[src/rtl/bcd2bin_pkg.sv]
// Shared types and constants for the BCD-to-binary converter.
// Optional input digit check: BCD2BIN_CHECK_EN.
package bcd2bin_pkg;

  typedef enum logic [1:0] {
    IDLE,
    CONV,
    DONE
  } state_t;

  localparam int DIGITS_DEF = 3;
  localparam int BW_DEF     = 10;

  localparam logic [3:0] BCD_CORR = 4'd3;

  // True when BW bits can hold the largest DIGITS-digit decimal value.
  function automatic bit bw_ok(input int digits, input int bw);
    longint unsigned lim;
    lim = 64'd1;
    for (int i = 0; i < digits; i++) begin
      lim = lim * 64'd10;
    end
    return (bw > 0) && (bw < 64) &&
           ((64'd1 << bw) > (lim - 64'd1));
  endfunction

endpackage

[src/rtl/bcd2bin_seq_corr.sv]
// One BCD digit of the reverse double-dabble correction.
// Undoes the +3 adjust of the forward converter.
module bcd_digit_corr
  import bcd2bin_pkg::*;
(
  input  logic [3:0] d,
  output logic [3:0] q
);

  assign q = (d >= 4'd8) ? d - BCD_CORR : d;

endmodule

[src/rtl/bcd2bin_seq.sv]
// Iterative BCD-to-binary converter, one shift/correct per clock.
// Define BCD2BIN_CHECK_EN to flag non-BCD digits via out_err.
module bcd2bin_seq
  import bcd2bin_pkg::*;
#(
  parameter int DIGITS = DIGITS_DEF,
  parameter int BW     = BW_DEF
) (
  input  logic                  clk,
  input  logic                  rst,
  input  logic                  in_valid,
  output logic                  in_ready,
  input  logic [4*DIGITS-1:0]   in_bcd,
  output logic                  out_valid,
  input  logic                  out_ready,
  output logic [BW-1:0]         out_bin,
  output logic                  out_err
);

  localparam int NB = 4 * DIGITS;
  localparam int CW = $clog2(BW + 1);

  if (!bw_ok(DIGITS, BW)) begin : g_bw_bad
    $error("bcd2bin_seq: BW too narrow for DIGITS");
  end

  state_t          state_q, state_d;
  logic [NB-1:0]   bcd_sr_q, bcd_sr_d;
  logic [BW-1:0]   bin_sr_q, bin_sr_d;
  logic [CW-1:0]   cnt_q, cnt_d;
  logic [BW-1:0]   out_bin_q, out_bin_d;

  logic [NB-1:0]   bcd_shr;
  logic [NB-1:0]   bcd_corr;
  logic [BW-1:0]   bin_shr;

  assign bcd_shr = {1'b0, bcd_sr_q[NB-1:1]};
  assign bin_shr = {bcd_sr_q[0], bin_sr_q[BW-1:1]};

  for (genvar g = 0; g < DIGITS; g++) begin : g_corr
    bcd_digit_corr u_corr (
      .d (bcd_shr[4*g +: 4]),
      .q (bcd_corr[4*g +: 4])
    );
  end

`ifdef BCD2BIN_CHECK_EN
  logic err_q, err_d;
  logic has_bad;

  always_comb begin
    has_bad = 1'b0;
    for (int i = 0; i < DIGITS; i++) begin
      if (in_bcd[4*i +: 4] > 4'd9) begin
        has_bad = 1'b1;
      end
    end
  end
`endif

  always_ff @(posedge clk) begin
    if (rst) begin
      state_q   <= IDLE;
      bcd_sr_q  <= '0;
      bin_sr_q  <= '0;
      cnt_q     <= '0;
      out_bin_q <= '0;
`ifdef BCD2BIN_CHECK_EN
      err_q     <= 1'b0;
`endif
    end else begin
      state_q   <= state_d;
      bcd_sr_q  <= bcd_sr_d;
      bin_sr_q  <= bin_sr_d;
      cnt_q     <= cnt_d;
      out_bin_q <= out_bin_d;
`ifdef BCD2BIN_CHECK_EN
      err_q     <= err_d;
`endif
    end
  end

  always_comb begin
    state_d   = state_q;
    bcd_sr_d  = bcd_sr_q;
    bin_sr_d  = bin_sr_q;
    cnt_d     = cnt_q;
    out_bin_d = out_bin_q;
`ifdef BCD2BIN_CHECK_EN
    err_d     = err_q;
`endif
    unique case (state_q)
      IDLE: begin
        if (in_valid) begin
          bcd_sr_d = in_bcd;
          bin_sr_d = '0;
          cnt_d    = CW'(BW);
          state_d  = CONV;
`ifdef BCD2BIN_CHECK_EN
          // Bad digits skip conversion and report straight away.
          if (has_bad) begin
            bcd_sr_d  = '0;
            cnt_d     = '0;
            out_bin_d = '0;
            err_d     = 1'b1;
            state_d   = DONE;
          end
`endif
        end
      end
      CONV: begin
        bcd_sr_d = bcd_corr;
        bin_sr_d = bin_shr;
        cnt_d    = cnt_q - 1'b1;
        if (cnt_q == CW'(1)) begin
          out_bin_d = bin_shr;
          state_d   = DONE;
`ifdef BCD2BIN_CHECK_EN
          err_d     = 1'b0;
`endif
        end
      end
      DONE: begin
        if (out_ready) begin
          state_d = IDLE;
        end
      end
      default: state_d = IDLE;
    endcase
  end

  always_comb begin
    in_ready  = (state_q == IDLE);
    out_valid = (state_q == DONE);
    out_bin   = out_bin_q;
`ifdef BCD2BIN_CHECK_EN
    out_err   = err_q;
`else
    out_err   = 1'b0;
`endif
  end

endmodule
[config.mk]
export PLATFORM = sky130hd
export DESIGN_NAME = bcd2bin_seq
export DESIGN_NICKNAME = d
export VERILOG_FILES = /design/src/rtl/bcd2bin_pkg.sv /design/src/rtl/bcd2bin_seq_corr.sv /design/src/rtl/bcd2bin_seq.sv
export SDC_FILE = /design/constraint.sdc
export NUM_CORES = 1
export LEC_CHECK = 0
export CORE_UTILIZATION = 27
export CTS_CLUSTER_DIAMETER = 50
export CTS_CLUSTER_SIZE = 28
export DETAILED_ROUTE_END_ITERATION = 10
export GPL_ROUTABILITY_DRIVEN = 0
export GPL_TIMING_DRIVEN = 0
export PLACE_DENSITY = 0.5
export SLEW_MARGIN = 10
export SYNTH_ARGS = -nofsm -noshare
export SYNTH_HDL_FRONTEND = slang
export SYNTH_SLANG_ARGS = --single-unit
[constraint.sdc]
create_clock -name clk -period 1.6 [get_ports clk]
set_input_delay 0.24 -clock clk [delete_from_list [all_inputs] [get_ports clk]]
set_output_delay 0.24 -clock clk [all_outputs]
set_load 0.05 [all_outputs]
* Word-level counts from Yosys, hierarchy flattened
Cells that the tools add are included.
** Storage, ports and cells
- Flip-flop bits (word level) :: 38
- Latch bits :: 0
- Bits in writable memories :: 0
- Memory bits (read-only) :: 0
- Output and inout bits :: 13
- Word-level logic and storage cells :: 36
- Memories kept :: 0
** Cells by class
- Add/sub/neg operators :: 4
- Multipliers :: 0
- Divide/modulo/power cells :: 0
- Order comparisons :: 3
- Equal/unequal tests :: 6
- Shift operators :: 0
- Mux-type cells :: 13
- Bitwise logic cells :: 0
- Reductions and logical operators :: 5
** Operator list (number)
- one-hot mux 12 bit (2 select lines) :: 1
- one-hot mux 10 bit (2 select lines) :: 1
- two-way mux 4 bit :: 4
- two-way mux 12 bit :: 1
- two-way mux 10 bit :: 1
- >= comparator 4 bit (second input constant) :: 2
- one-hot mux 4 bit (2 select lines) :: 1
- subtractor 4 x 2 -> 4 bit (second input constant) :: 2
- two-way mux 2 bit :: 3
- one-hot mux 2 bit (3 select lines) :: 1
- equality test 4 x 1 -> 1 bit (second input constant) :: 1
- >= comparator 3 x 4 -> 1 bit (second input constant) :: 1
- inequality test 2 bit (second input constant) :: 2
- AND reduction 2 bit :: 2
- subtractor 3 x 2 -> 4 bit (second input constant) :: 1
- subtractor 4 x 1 -> 4 bit (second input constant) :: 1
- AND reduction 3 bit :: 1
- equality test 2 x 1 -> 1 bit (second input constant) :: 1
- equality test 2 bit (second input constant) :: 1
- logical NOT 2 bit :: 1
- inequality test 2 x 1 -> 1 bit (second input constant) :: 1
- nonzero test 2 bit :: 1

* Depth between registers and ports, before layout
- Depth in word-level cells :: 3
- Gate-level depth with buffers :: 7
- Gate-level depth less buffers :: 6

* Modules after synthesis
A second synthesis with hierarchy kept.
** Second synthesis, totals
- Cells, all modules :: 208
- Area, all modules :: 1869.3 sq um
** By module, submodules not included
- bcd2bin_seq :: instances 1, cells an instance 175, area each 1640.3 sq um, seq. area each 740.7 sq um
- bcd_digit_corr :: instances 3, cells an instance 11, area each 76.3 sq um, seq. area each 0.0 sq um

* Least setup slack after synthesis
No wires, ideal clock.
- Path type :: flip-flop to flip-flop
- Start :: register state_q[0]
- End :: register bcd_sr_q[7]
- Setup time :: 119 ps
- Data arrival time :: 1621 ps
- Required time :: 1481 ps
- Slack :: -140 ps
- Stages on the path, launching flop included :: 5
- Path through :: dfxtp_1 buf_2 nor2_1 nand2_1 o221a_2
** Between the ends
- Longest elaborated chain between the ends :: 3
- Elaborated cells between the ends (all ways) :: 6
- Those cells by class :: eq/ne (2); mux (1); reduce/logical (3)
** Ends and longest elaborated chain
- start: declaration :: line bcd2bin_seq.sv:27 : state_t state_q, state_d;
- start signal: assignment :: line bcd2bin_seq.sv:72 : state_q <= state_d;
- logical NOT 2 bit (*)
- via in_ready :: line bcd2bin_seq.sv:12 : output logic in_ready,
- inequality test 2 bit (no line) / nonzero test 2 bit (equally long branches)
- AND reduction 2 bit (no line)
- end signal: assignment :: line bcd2bin_seq.sv:73 : bcd_sr_q <= bcd_sr_d;
- end: declaration :: line bcd2bin_seq.sv:28 : logic [NB-1:0] bcd_sr_q, bcd_sr_d;
Mark *: on every way through the listed nets, which the timed path passes. The rest lies on a longest branch.
A chain may end at the register's enable or synchronous reset.

* Worst setup path in the final report
- Start :: register state_q[1]
- End :: output port out_valid
** Between the ends
- Longest elaborated chain between the ends :: 1
** Ends and longest elaborated chain
- equality test 2 bit :: line bcd2bin_seq.sv:134 : out_valid = (state_q == DONE);
- end: declaration :: line bcd2bin_seq.sv:14 : output logic out_valid,
No other way between the ends.

==> summary.txt <==
Setup path
  – Crit-path cells: clkbuf_4 -> nor2b_1 -> buf_4
  – Peak per-stage delay on the critical path: around 0.38 ns
  – Critical path class: flop to output port
  – Crit path buffers/inverters: 2
  – Delay-heaviest family, CP: buffers and inverters
  – Crit. End Element: output port
  – Crit path DAT: 1.29 ns
  – Startpoint types: flop
  – Slowest-stage cell, CP: dfxtp_1
  – Worst-path maximum fanout: 10
  – Worst EP required: 1.36 ns

Clock network
  – H-Tree Depth: 2
  – Total CTS buffers: 5
  – CTS sink cnt: 37
  – Clk buf depth: 2
  – TritonCTS clock tree: built
  – CTS Hold Bufs: 0
  – # Post-CTS Setup Buffers: 0
  – Root Driver: clkbuf_8
  – Worst-path clk slew: 0.08 ns
  – Worst-skew pair later-pin latency: 0.28 ns

Pwr
  – Comb pwr share: 0.164
  – Leakage: 0.905 nW
  – Sw Pwr: around 0.57 mW
  – P_int: 1.41 mW
  – Design Power: 1.98 mW
  – Peak supply drop: 498 uV
  – Switching share of total power: 0.288
  – PwrDens: 957 nW/um^2
  – Seq pwr share: 0.511
  – Clock network power share: 0.325

Yosys
  – Unique masters post-synth: 31
  – YS warnings: 0
  – Seq/Total Area, Yosys: 0.451
  – Syn nets: about 210
  – Synth Cell Area: 1640 sq um
  – Synth Instances: 187
  – Avg Cell Area, Syn: 8.79 sq um
  – FF+latch count, synth: 37

Timing
  – Final min period: 1.53 ns
  – Setup Skew: 0.00404 ns
  – Fin crit share: 0.958
  – Final Max Tran Viols: 0
  – Final Hold Slack: about 0.39 ns
  – RSZ-0062 raised after global routing: no
  – Final hold violation count: 0
  – Slew @ Worst Pin: 0.520 ns
  – Final setup vio count: 0
  – Max Freq: 0.653 GHz
  – Slew headroom: 0.652

Routing
  – Via Count: approximately 1,400
  – DRT iter0 DRCs: 89
  – WL per Instance: 12.8 um
  – Highest routed layer: met4
  – Routed met3 length: 148 um
  – Met2 wire length: 1680 um
  – First-pass detailed-route iteration total: 4
  – Vias per cell: 4.61
  – DRC: 0
  – Antenna viol nets, final: 0
  – Drt total wl: 3780 um
  – Metal-1 WL: 1940 um

Final layout
  – Fin util: 0.351
  – Multi-input logic area: 802 sq um
  – Post-route cell area: 2070 sq um
  – # diodes: 0
  – Fillers: 621
  – Seq. cell area: 742 sq um
  – Final nets: 241
  – Commonest non-fill, non-tap cells in the layout: 39 x nor2_1, 36 x dfxtp_1, 15 x a21oi_1, 13 x clkdlybuf4s50_1, 12 x a22oi_1
  – Area grow syn2layout: 25.8%
  – Commonest non-fill, non-tap cell in the layout: nor2_1
  – Layout cells sized above 1: 0.114

Place
  – Post-DP Area: between 1500 and 2000 sq um
  – Hpwl dp: roughly 2600 um
  – Port Buffers: 25

Outcome
  – Status: finished clean

Global routing
  – Initial antenna violation count: 0
  – Vias in the first global route: 1,312
  – GR Util All Layers: 0.130
  – First-pass GRT wire length: 6310 um
  – Global route overflow: 0
  – Largest net degree at the start of global routing: 13

Die
  – Die ar.: 6410 sq um
  – Initial Utilization: 0.279
  – Die height: ~80 um
  – Die width: 80.0 um
  – Core area: roughly 5900 sq um
  – IO Pins: 29
  – Cell Rows: 28

Flow run
  – Maxcap violations: 0

Min path
  – Hold WC Path Type: input pin to flop
-- cell families after synthesis --
logic type | after synthesis | synth area share
buf+inv | 21 | 0.0616
flops | 37 | 0.451
fa+ha+maj | 6 | 0.0457
mux | 10 | 0.0609
xor+xnor | 4 | 0.0213
simple gates | 68 | 0.189
compound gates | 40 | 0.169
other cells | 1 | 0.00228
-- per-layer routing --
layer / global-route usage / vias up
li1: - / 706
met3: 0.0286 / 2
met2: 0.204 / 23
met1: 0.175 / 628
met4: 0.0429 / 0
met5: 0 / -
-- path summary, 6_finish.rpt --
path / from / to / slack, ns / cells past startpoint
worst max-delay path: state_q[1] / out_valid / 0.07 / 3
worst min-delay path: in_valid / bcd_sr_q[7] / 0.39 / 3
worst max register to register: state_q[0] / out_bin[6] / 0.22 / 6
worst min register to register: cnt_q[2] / cnt_q[2] / 0.49 / 2
-- cells in the mapped netlist (all sizes together) --
library cell,n,area (sq um)
a211oi,3,27.5
a21oi,15,75.1
a221oi,1,8.76
a222oi,2,20.0
a22oi,12,90.1
a311oi,1,8.76
a31oi,1,6.26
buf,9,56.3
clkbuf,5,18.8
conb,1,3.75
dfxtp,37,741
ha,6,75.1
inv,7,26.3
mux2i,10,100
nand2,8,30.0
nand2b,4,25.0
nand3,3,20.0
nand3b,1,7.51
nor2,39,146
nor2b,6,37.5
nor3,5,25.0
nor3b,1,12.5
o211ai,4,30.0
o221a,1,11.3
or2,1,6.26
xnor2,2,17.5
xor2,2,17.5
-- registers in the layout, summed over array words and instances (netlist names) --
register  count
bcd_sr_q     12
out_bin      10
bin_sr_q      9
cnt_q         4
state_q       2
-- worst register-to-register path, cell delays in order (launching register included) --
cell	delay, ns
dfxtp_2	0.40
nor2b_1	0.14
buf_2	0.21
nand3_2	0.13
buf_6	0.18
mux2i_1	0.15
nor2_1	0.05
-- power groups by stage --
stage / Sequential [mW] / Clock, mW / Combinational (mW)
CTS: 1.01 / 0.667 / 0.327
finish: 1.01 / 0.643 / 0.325
global placement: 1.03 / 0 / 0.325
detailed placement: 1.03 / 0 / 0.327
global route: 1.02 / 0.702 / 0.367
floorplan: 1.02 / 0 / 0.231
-- cell type report --
| class | instances | share of cell area |
|---|---|---|
| Clock inverter | 3 | 0.00847 |
| Timing Repair Buffer | 25 | 0.114 |
| Clock buffer | 5 | 0.0333 |
| Tap cell | 75 | 0.0454 |
| Sequential cell | 37 | 0.359 |
| Inverter | 7 | 0.0127 |
| Multi-Input combinational cell | 129 | 0.388 |
| Buffer | 14 | 0.0393 |
-- timing repair --
action / in CTS / in global routing
resized for setup: 23 / 5
cloned: 0 / 0
setup endpoints to repair: 12 / 9
pin swaps: 0 / 0
-- metrics by stage --
step	cells	setup TNS [ns]	worst slack, ns
floorplan	187	-0.339	-0.140
global placement	287	-0.672	-0.412
detailed placement	287	-0.664	-0.419
CTS	295	0	0.0115
global route	295	0	0.0135
finish	295	0	0.0676
(Power assumes the default switching activity.)
==> edit 1: new RTL, same settings <==
Make the reset (`rst`) asynchronous in one clocked block.
--- a/src/rtl/bcd2bin_seq.sv
+++ b/src/rtl/bcd2bin_seq.sv
@@ -60,3 +60,3 @@
 
-  always_ff @(posedge clk) begin
+  always_ff @(posedge clk or posedge rst) begin
     if (rst) begin
Function: differs if rst is asserted again (counterexample within 4 cycles, from zero or initial values and one cycle with rst high); with rst held inactive, the same outputs for 10 cycles.
==> edit 1 against the unedited design <==
- maximum frequency shrank 0.55%
- synthesized area grew 9.1%
- global-route usage shrank 0.93 points
- via count shrank 8.5%
- worst setup slack lost 8.5 ps
- cell area grew 11%
- synthesized cell count shrank 19%
- sequential cell count is the same
- wire length grew 2.1%
- critical path depth grew 2
Power is not compared: it rests on default switching activity, and its combinational part moved more than twofold at a synthesized area within 25%.
==> edit 1: results <==
export IMPL_sh_seq_area_pct=40.2
export IMPL_ys_seq_area_share_pct=51.6
export IMPL_syn_nets=173
export IMPL_num_vias=1243
export IMPL_grt_pass1_vias=1327
export IMPL_ys_types=36
export IMPL_nonClkBufAreaFrac_pct=15.5
export IMPL_ys_top_cells_by_count="dfrtp_1 (37), o22ai_1 (14), a21oi_1 (11)"
export IMPL_grt_usage_pct=12.1
export IMPL_synth_xor_area_share_pct=1.95
export IMPL_status="completed"
export IMPL_startpoint="state_q[1]$_DFFE_PP0P_"
export IMPL_drive_gt1_share_pct=21.4
export IMPL_clkbuf_count=6
export IMPL_nFillCells=631
export IMPL_synth_area_leaders="dfrtp_1 (52%), mux2_4 (7.5%), o22ai_1 (4.9%)"
export IMPL_grt_pass1_wl_mm=6.60
export IMPL_grt_max_degree=27
export IMPL_r2r_slack_ps=120
export IMPL_async_flop_share_pct=100
export IMPL_buffers=38
export IMPL_nNonClkInverters=9
export IMPL_dp_cells=256
export IMPL_portBuffers=27
export IMPL_worstRegToRegCells=5
export IMPL_min_path_type="input pin to async pin"
export IMPL_post_drt_wl_per_cell_um=14.6
export IMPL_layout_setup_ws_ps=59.0
export IMPL_dpl_worst_slack_ps=-280
[edit 1: changes by cell type after synthesis, moves of 9 or more]
cell     delta
o22ai_1    +14
mux2i_1     -9
nor2_1     -35
mux2_4      +9
a22oi_1    -11
dfxtp_1    -37
a22o_1      +9
dfrtp_1    +37
[edit 1: what timing repair did]
item | in CTS | in global routing
setup endpoints to repair | 12 | 2
endpoints found under the hold margin | 0 | 0
resized for setup | 23 | 4
[edit 1: worst max path at each step]
stage | cells past startpoint | end
5_1_grt | 5 | out_valid
2_1_floorplan | 4 | out_valid
3_3_place_gp | 2 | bcd_sr_q[5]$_DFFE_PP0P_
3_5_place_dp | 5 | out_valid
4_1_cts | 3 | in_ready
6_report | 5 | out_valid
[edit 1: layer usage]
layer  GRT usage, %  share of wire (%)  vias to the layer above  routed length, um
met2           19.3                 46                       17               1760
met5              0                  0                        -                  0
met1           15.9                 50                      610               1920
met3           2.77                2.7                        6                105
met4           4.62                1.8                        0                 69
li1               -                  -                      610                  -
==> edit 2: new RTL, config.mk and constraints unchanged <==
Made on the original files. Add a define of `BCD2BIN_CHECK_EN`.
--- a/src/rtl/bcd2bin_seq.sv
+++ b/src/rtl/bcd2bin_seq.sv
@@ -2,2 +2,4 @@
 // Define BCD2BIN_CHECK_EN to flag non-BCD digits via out_err.
+`define BCD2BIN_CHECK_EN
+
 module bcd2bin_seq
Behaviour: not the same (Yosys sat finds a counterexample within 4 cycles, from zero or initial values and one cycle with rst high).
==> edit 2 against the unedited design <==
- total power is 27% higher
- sequential cell count rose by 1
- highest routed layer unchanged
- count of clock-buffer cells in the layout did not move
- cell area rose by 11%
- synthesized area is 6.6% higher
- worst setup slack got worse by 33 ps
- wire length grew 23%
- critical path depth unchanged
- die area is 6.4% higher
==> edit 2: results <==
export IMPL_hp_start="cnt_q[0]$_SDFFE_PP0P_"
export IMPL_portBuffers=28
export IMPL_ys_types=34
export IMPL_startpoint="state_q[0]$_SDFFE_PP0P_"
export IMPL_fin_worst_skew_ps=7.91
export IMPL_overflow=0
export IMPL_status="completed"
export IMPL_grt_max_degree=14
export IMPL_clk_latency_ps=300
export IMPL_worstRegToRegCells=6
export IMPL_via_per_inst=5.08
export IMPL_synthFlopType="dfxtp_1"
export IMPL_nFillCells=669
export IMPL_root_buffer="clkbuf_8"
export IMPL_largest_register_ffs=12
export IMPL_hold_path_end="cnt_q[0]$_SDFFE_PP0P_"
export IMPL_drive_gt1_share_pct=14.6
export IMPL_async_flop_share_pct=0
export IMPL_critPathArrivalTime_ps=1330
export IMPL_peakVddDrop_mv=0.489
export IMPL_rr_endpoint="bcd_sr_q[0]$_SDFFE_PP0P_"
export IMPL_worstPathMaxFanout=10
export IMPL_grt_pass1_vias=1412
export IMPL_leakage_nw=0.887
export IMPL_dpl_worst_slack_ps=-402
export IMPL_synth_area_leaders="dfxtp_1 (43%), o21ai_0 (8.0%), a21oi_1 (7.1%)"
export IMPL_cts_max_level=2
export IMPL_postRouteWirelength_mm=4.63
export IMPL_diodes=0
export IMPL_ys_seq_area_share_pct=43.4
export IMPL_nNetsFinal=260
export IMPL_max_slew_worst_pin_slew_ps=499
export IMPL_regMostFlops="bcd_sr_q"
export IMPL_first_pass_iters=4
export IMPL_ys_top_cells_by_count="dfxtp_1 (38), o21ai_0 (28), a21oi_1 (25)"
export IMPL_drtIter0Drc=91
export IMPL_cts_buffers=5
export IMPL_clk_pin_slew_ps=80
export IMPL_grt_usage_pct=15.1
export IMPL_grt_pass1_wl_mm=7.42
export IMPL_r2r_slack_ps=80
export IMPL_syn_nets=225
export IMPL_ys_warn_count=0
export IMPL_hold_depth=1
export IMPL_cts_max_path_buffers=2
export IMPL_min_path_type="register to register"
export IMPL_antenna_found_initial=0
export IMPL_hpwl_mm=3.13
==> edit 2: changes by cell type in the layout (fill, tap and decap cells not counted), moves of 5 or more <==
cell,unedited run,this run
o21ai_0,0,24
a21oi_1,15,25
clkbuf_2,0,5
nand3_1,2,11
nor2_1,39,21
mux2i_1,10,2
nor2b_1,6,0
==> edit 2: cells by family after synthesis <==
kind of cell,after synthesis,synth area share (%)
xor gates and xnor gates,4,2.00
adders and majority gates,6,4.28
DFF,38,43.4
muxes,2,1.14
buffers and inverters,26,7.42
and+or+nand+nor,47,12.8
AOI/OAI and AO/OA,80,28.9
==> edit 2: layout make-up <==
type                       count  area [sq um]  area share (%)
clock inverter                 3          68.8            3.01
multi-input combinational    139           877            38.3
timing repair buffer          29           277            12.1
clock buffer                   5          68.8            3.01
tap                           75          93.8            4.10
inverter                       9          33.8            1.48
sequential                    38           763            33.3
buffer                        16           108            4.70
==> edit 2: metal layers <==
layer	track usage (%)	part of all wire (%)	up-vias
li1	-	-	793
met1	21.3	50	765
met2	22.0	44	31
met3	3.74	4.5	7
met4	5.17	1.4	0
met5	0	0	-
==> edit 2: worst max-delay path, cell delays in order, from the launching register on <==
cell and delay (ps):
dfxtp_1 420, buf_4 230, nor2_1 60, clkdlybuf4s15_2 330
==> edit 2: metrics by stage <==
| stage | cells | hold WS [ps] | area, sq um | util [%] |
|---|---|---|---|---|
| 2_1_floorplan | 203 | 390 | 1750 | - |
| 3_3_place_gp | 306 | 458 | 2130 | 34.9 |
| 3_5_place_dp | 306 | 467 | 2130 | 34.9 |
| 4_1_cts | 314 | 477 | 2260 | 37.2 |
| 5_1_grt | 314 | 491 | 2290 | 37.6 |
| 6_report | 314 | 477 | 2290 | 37.6 |
==> edit 2: what timing repair did <==
action                                  in CTS  in global routing
buffers inserted                             0                  1
pin swaps                                    0                  0
endpoints found under the setup margin      25                 31
hold buffers                                 0                  0
resized for setup                           23                 16
==> edit 2: worst max-delay path by stage <==
| stage | to | slack [ps] | depth (start not counted) |
|---|---|---|---|
| 5_1_grt | bcd_sr_q[6]$_SDFFE_PP0P_ | -50 | 5 |
| 4_1_cts | out_bin[2]$_SDFFE_PP0P_ | 0.1 | 7 |
| 3_3_place_gp | out_bin[5]$_SDFFE_PP0P_ | -400 | 7 |
| 6_report | in_ready | 30 | 3 |
| 2_1_floorplan | in_ready | 130 | 2 |
| 3_5_place_dp | out_bin[1]$_SDFFE_PP0P_ | -400 | 7 |
==> edit 2: power by group <==
part | total, mW | internal, mW | switching, mW
registers | 1.05 | 0.994 | 0.0523
logic | 0.470 | 0.192 | 0.277
clock network | 1.00 | 0.625 | 0.376
